[config.mk]
export PLATFORM = sky130hd
export DESIGN_NAME = pulse_activity_meter
export DESIGN_NICKNAME = d
export VERILOG_FILES = /design/src/rtl/pulse_activity_meter.sv
export SDC_FILE = /design/constraint.sdc
export NUM_CORES = 1
export LEC_CHECK = 0
export ABC_AREA = 0
export CORE_ASPECT_RATIO = 0.75
export CORE_MARGIN = 5
export CORE_UTILIZATION = 58
export DETAILED_ROUTE_END_ITERATION = 10
export PLACE_DENSITY = 0.84
export SETUP_SLACK_MARGIN = 0.1
export SLEW_MARGIN = 20
export SYNTH_ARGS = -nofsm -noshare
export SYNTH_HDL_FRONTEND = slang
export SYNTH_SLANG_ARGS = --single-unit
[constraint.sdc]
create_clock -name clk -period 4.9 [get_ports clk]
set_clock_uncertainty 0.05 [all_clocks]
set_input_delay 1.47 -clock clk [delete_from_list [all_inputs] [get_ports clk]]
set_output_delay 1.47 -clock clk [all_outputs]
set_load 0.02 [all_outputs]
[src/rtl/pulse_activity_meter.sv]
// Windowed toggle counter for the four counter pulse outputs: counts both edges
// per channel over WINDOW cycles and hands each window's snapshot out over valid/ready.
module pulse_activity_meter #(
  parameter int WINDOW = 64,
  parameter int CNT_W  = 8
) (
  input  logic                 clk,
  input  logic                 rst_n,
  input  logic                 en,
  input  logic [3:0]           pulse_in,
  output logic [4*CNT_W-1:0]   out_counts,
  output logic                 out_valid,
  input  logic                 out_ready,
  output logic                 overrun,
  output logic [15:0]          window_id
);

  localparam int WCNT_W = (WINDOW > 1) ? $clog2(WINDOW) : 1;
  localparam logic [WCNT_W-1:0] WCNT_LAST = WCNT_W'(WINDOW - 1);
  localparam logic [CNT_W-1:0]  CNT_MAX   = '1;

  typedef enum logic {IDLE = 1'b0, MEASURE = 1'b1} state_t;

  // Handshake: a snapshot transfers on any cycle with out_valid=1 and out_ready=1;
  // out_valid only drops after a transfer, and only an overrun replaces unaccepted data.
  state_t                    state, state_nxt;
  logic [3:0]                prev;
  logic [3:0]                tog;
  logic [WCNT_W-1:0]         wcnt;
  logic [3:0][CNT_W-1:0]     acc;
  logic [3:0][CNT_W-1:0]     acc_nxt;
  logic                      start;
  logic                      run;
  logic                      snap;
  logic                      xfer;

  assign tog = pulse_in ^ prev;

  always_ff @(posedge clk or negedge rst_n) begin
    if (!rst_n) state <= IDLE;
    else        state <= state_nxt;
  end

  always_comb begin
    state_nxt = state;
    case (state)
      IDLE:    if (en)  state_nxt = MEASURE;
      MEASURE: if (!en) state_nxt = IDLE;
      default:          state_nxt = IDLE;
    endcase
  end

  always_comb begin
    start = 1'b0;
    run   = 1'b0;
    snap  = 1'b0;
    case (state)
      IDLE:    start = en;
      MEASURE: begin
        run  = en;
        snap = en && (wcnt == WCNT_LAST);
      end
      default: ;
    endcase
    xfer = out_valid && out_ready;
  end

  // Saturating increment: a full accumulator absorbs further toggles.
  always_comb begin
    acc_nxt = acc;
    for (int i = 0; i < 4; i++) begin
      if (acc[i] != CNT_MAX) acc_nxt[i] = acc[i] + CNT_W'(tog[i]);
    end
  end

  always_ff @(posedge clk or negedge rst_n) begin
    if (!rst_n) begin
      prev       <= '0;
      wcnt       <= '0;
      acc        <= '0;
      out_counts <= '0;
      out_valid  <= 1'b0;
      overrun    <= 1'b0;
      window_id  <= '0;
    end else begin
      prev <= pulse_in;

      // Leaving MEASURE (or sitting in IDLE) discards the partial window.
      if (run && !snap) begin
        acc  <= acc_nxt;
        wcnt <= wcnt + WCNT_W'(1);
      end else begin
        acc  <= '0;
        wcnt <= '0;
      end

      if (start)     window_id <= '0;
      else if (snap) window_id <= window_id + 16'd1;

      if (snap) out_counts <= acc_nxt;

      if (snap)      out_valid <= 1'b1;
      else if (xfer) out_valid <= 1'b0;

      if (start)                                  overrun <= 1'b0;
      else if (snap && out_valid && !out_ready)   overrun <= 1'b1;
    end
  end

endmodule

# [Word-level counts from Yosys, hierarchy flattened]
# Cells that the tools add are included.
[totals] ff_bits=93 latchBits=0 ramBits=0 rom_bits=0 inputBits=8 out_inout_bits=50 wordCells=49 mem_count=0
[op_classes] addsub=6 mul=0 n_div=0 order_cmp=0 eq_ne=5 shift=0 muxes=16 bitwise=1 reduce_logical=10
[ops] operator="$add 8x1->8" n=4
[ops] operator="$mux 16" n=2
[ops] operator="$mux 32" n=1
[ops] operator="$mux 8" n=4
[ops] operator="$ne 8x8->1 const B" n=4
[ops] operator="$add 16x1->16 const B" n=1
[ops] operator="$mux 1" n=8
[ops] operator="$add 6x1->6 const B" n=1
[ops] operator="$eq 6x6->1 const B" n=1
[ops] operator="$mux 6" n=1
[ops] operator="$reduce_bool 2->1" n=3
[ops] operator="$logic_and 1x1->1" n=5
[ops] operator="$xor 4x4->4" n=1
[ops] operator="$logic_not 1->1" n=2

# [Logic depth before layout (Yosys ltp)]
[depth] ltp_word=7 ltp_mapped=7

# [Least setup slack after synthesis]
# OpenSTA, ideal clock, no wires.
[synth_path] kind="input port to flip-flop" from="in en" to="reg window_id[14]" setup_time_ps=66 t_arrival_ps=2770 required_ps=4784 path_slack_ps=2014 cell_stages=5 n_path_buf=1 path_cell_list="nand4_2 > or4_1 > clkbuf_2 > or4_1 > nand2_1"
[synth_via] elab_chain_len=3 word_cells_on_any_way=5 cone_classes="3 x mux; 2 x reduce/logical"
[synth_lines] item="start, declared" line_no="9" text="input logic en,"
[synth_lines] item="$logic_and 1x1->1" line_no="61" text="snap = en && (wcnt == WCNT_LAST);"
[synth_lines] item="$mux 1" line_no="57" text="case (state)"
[synth_lines] item="$reduce_bool 2->1 (no source line)"
[synth_lines] item="end signal, assigned" line_no="98" text="else if (snap) window_id <= window_id + 16'd1;"
[synth_lines] item="end, declared" line_no="15" text="output logic [15:0] window_id"
# Several ways; a longest one is shown, not always the timed one.
# A chain may end at the register's enable or synchronous reset.

# [Worst setup path after layout]
# Same ends and word-level chain as after synthesis.

==> metrics.csv <==
stage,metric,value,unit
layout,most frequent cells in the layout,"dfrtp_1 (93), nor2_1 (66), clkdlybuf4s50_1 (56)",
critical_path,"Arr. time, crit path",3.55,ns
layout,"commonest non-fill, non-tap cell in the layout",dfrtp_1,
critical_path,WS Path Type,primary input to register,
yosys,"Top FF cell, synth",dfrtp_1,
critical_path,Worst Path Required,5.15,ns
die,initial core utilization,0.5968,
grt,total gr overflow,0,
critical_path,Crit. End Element,register,
power_and_ir_drop,Max VDD drop,190.1,µV
grt,vias in the first global route,3028,
detailed_routing,Final ANT Viol Nets,0,
die,total die area,8786,µm²
power_and_ir_drop,sw power,291.8,µW
detailed_routing,drt wl/cell,14.84,µm
yosys,post-synthesis net count,427,
power_and_ir_drop,Internal Dissipation,1036,µW
layout,diode count,0,
power_and_ir_drop,clock power share,0.378,
layout,P&R area growth vs syn,20.57,%
critical_path,critical path startpoint category,primary input,
detailed_routing,DR vias/cell,5.597,
clock_network,CTS buffer count,9,
placed_design,IO buf count,57,
placed_design,Placer Congestion,0.8266,
timing,RSZ-0062 raised after global routing,false,
detailed_routing,detailed router's first-iteration violation count,155,
timing,setup TNS,0,ns
clock_network,Worst-Skew Late Latency,0.35,ns
timing,Final Critical Period,3.298,ns
clock_network,Post-CTS Setup Bufs,0,
power_and_ir_drop,switch share,0.2198,
clock_network,clk sinks,93,
yosys,Synth Instances,409,
yosys,Yosys top cell by area,dfrtp_1,
critical_path,Max stage delay on crit path,0.70,ns
power_and_ir_drop,static leakage,0.002172,µW
detailed_routing,via count,3095,
timing,final worst-path cycle share,0.6730,
yosys,synth unique cells,33,
timing,actual slew at the worst max-slew pin,0.8106,ns
clock_network,# H-tree levels,3,
yosys,asr flop ratio synth,1.000,
clock_network,post_cts resized,0,
timing,max-slew violations,0,
timing,Final Hold Viols,0,
timing,Final Setup Violations,0,
critical_path,CP max stage cell,or4_1,
die,core area,6799,µm²
clock_network,clock root buffer,clkbuf_8,
detailed_routing,first-pass iteration count of the detailed router,4,
placed_design,Detail Placement HPWL,5.799,mm
power_and_ir_drop,logic gate share of total power,0.037,
timing,Slew HR,0.4596,
die,Die Y,82.44,µm
yosys,synth top area cells,"dfrtp_1 (57%), nor2_1 (6.1%), nand2_1 (4.7%)",
placed_design,pre-CTS setup slack,1.247,ns
clock_network,Clock Pin Slew Worst Setup and Hold Paths,0.09,ns
critical_path,ordered list of cells on the worst path,"clkdlybuf4s50_1, nand4_2, or4_1, or4_1, nand2_1",
yosys,yosys warns,0,
critical_path,"Max FO, Critical Path",7,
die,die width,106.6,µm
clock_network,Clock Tree Buf Depth,2,
yosys,Post-synth EDFFs,0,
clock_network,hold_buf cts,0,
timing,Fmax achieved,303.3,MHz
yosys,post-synth top area share,0.5735,
yosys,register area share after synthesis,0.5735,
grt,GRT Total Usage,0.2017,
timing,final setup margin,1.602,ns
die,Top-Level Pins,58,
clock_network,CTS tree,built,
run_status,run status,"complete, no violations",
power_and_ir_drop,pwr/cell area,271.3,nW/µm²
worst_hold_path,worst hold path class,register to register,
detailed_routing,total routed wirelength,8.205,mm
yosys,post-synthesis cell area,4058,µm²
grt,initial antenna violation count,0,
flow_run,max cap viols,0,
layout,share of layout cells above drive strength 1,0.04904,
grt,largest net degree at the start of global routing,67,
critical_path,CP top delay family,simple AND/OR/NAND/NOR gates,
yosys,post-synthesis register bit count,93,
die,row cnt,26,
detailed_routing,DRC,0,
critical_path,WP buf/inv,1,
critical_path,critical path's most frequent cell,or4_1,
power_and_ir_drop,total power,1327,µW
yosys,Avg Inst Size Synth,9.921,µm²
layout,nets@finish,483,
power_and_ir_drop,Flop pwr share,0.585,
grt,first-pass GRT wire length,14.09,mm
-- metrics by stage --
stage | instance area, µm² | hold WS [ns] | utilization | instances
2_1_floorplan | 4058 | 0.3831 | - | 409
3_3_place_gp | 4698 | 0.3997 | 0.6910 | 538
3_5_place_dp | 4698 | 0.4096 | 0.6910 | 538
4_1_cts | 4890 | 0.4198 | 0.7192 | 553
5_1_grt | 4892 | 0.4389 | 0.7195 | 553
6_report | 4892 | 0.4230 | 0.7195 | 553
-- worst paths after layout --
kind	startpoint	slack [ns]	end	cells after the start
worst max-delay path	en	1.60	window_id[14]	5
worst min-delay path	wcnt[0]	0.42	wcnt[0]	1
worst max register to register	wcnt[0]	2.71	window_id[14]	5
worst min register to register	wcnt[0]	0.42	wcnt[0]	1
max in group asynchronous	rst_n	2.76	acc[14]	2
min in group asynchronous	rst_n	1.15	window_id[11]	1
-- power by group through the flow --
stage                     sequential (µW)  combinational [µW]  clock (µW)
after floorplan                       791                21.1           0
after global placement                792                48.4           0
after detailed placement              792                49.7           0
after CTS                             777                50.0         507
after global routing                  778                57.9         540
final                                 777                48.7         502
-- sequential cells by signal, summed over array words and instances (netlist names) --
register    flops
wcnt            6
out_valid       1
prev            4
out_counts     32
window_id      16
overrun         1
state           1
acc            32
-- area by class of cell --
type | instances | area, µm²
Clock buffer | 12 | 145.1
Multi-Input combinational cell | 294 | 1652
Tap cell | 84 | 105.1
Inverter | 7 | 26.28
Clock inverter | 3 | 46.29
Timing Repair Buffer | 60 | 590.6
Fill cell | 529 | 1907
Sequential cell | 93 | 2327
-- routing by layer --
metal	wire, µm	share of wire	track usage	vias up
met5	0	0	0	-
met4	104	0.013	0.05364	0
met3	358	0.044	0.05517	12
met2	3987	0.49	0.3342	59
met1	3754	0.46	0.2674	1507
li1	-	-	-	1517
-- cells by family after synthesis --
kind of cell	count (synthesis)	synth area share
AO/OA/AOI/OAI	61	0.08603
XOR/XNOR	27	0.05828
adder cells (fa/ha/maj)	10	0.03084
buffers and inverters	22	0.02066
flip-flops	93	0.5735
multiplexers	3	0.007401
AND/OR/NAND/NOR	193	0.2233
-- Yosys cell counts (5+ instances only) --
cell / instances
and3_1: 6
clkbuf_1: 13
nand2_1: 51
or4_1: 6
nand4_1: 10
xor2_1: 9
and4_1: 5
inv_1: 7
nor3_1: 10
a21oi_1: 8
or3_1: 5
o21ai_0: 37
dfrtp_1: 93
nand3_1: 21
xnor2_1: 18
nor2_1: 66
ha_1: 10
Note: power is estimated with default switching activity, not from simulation.
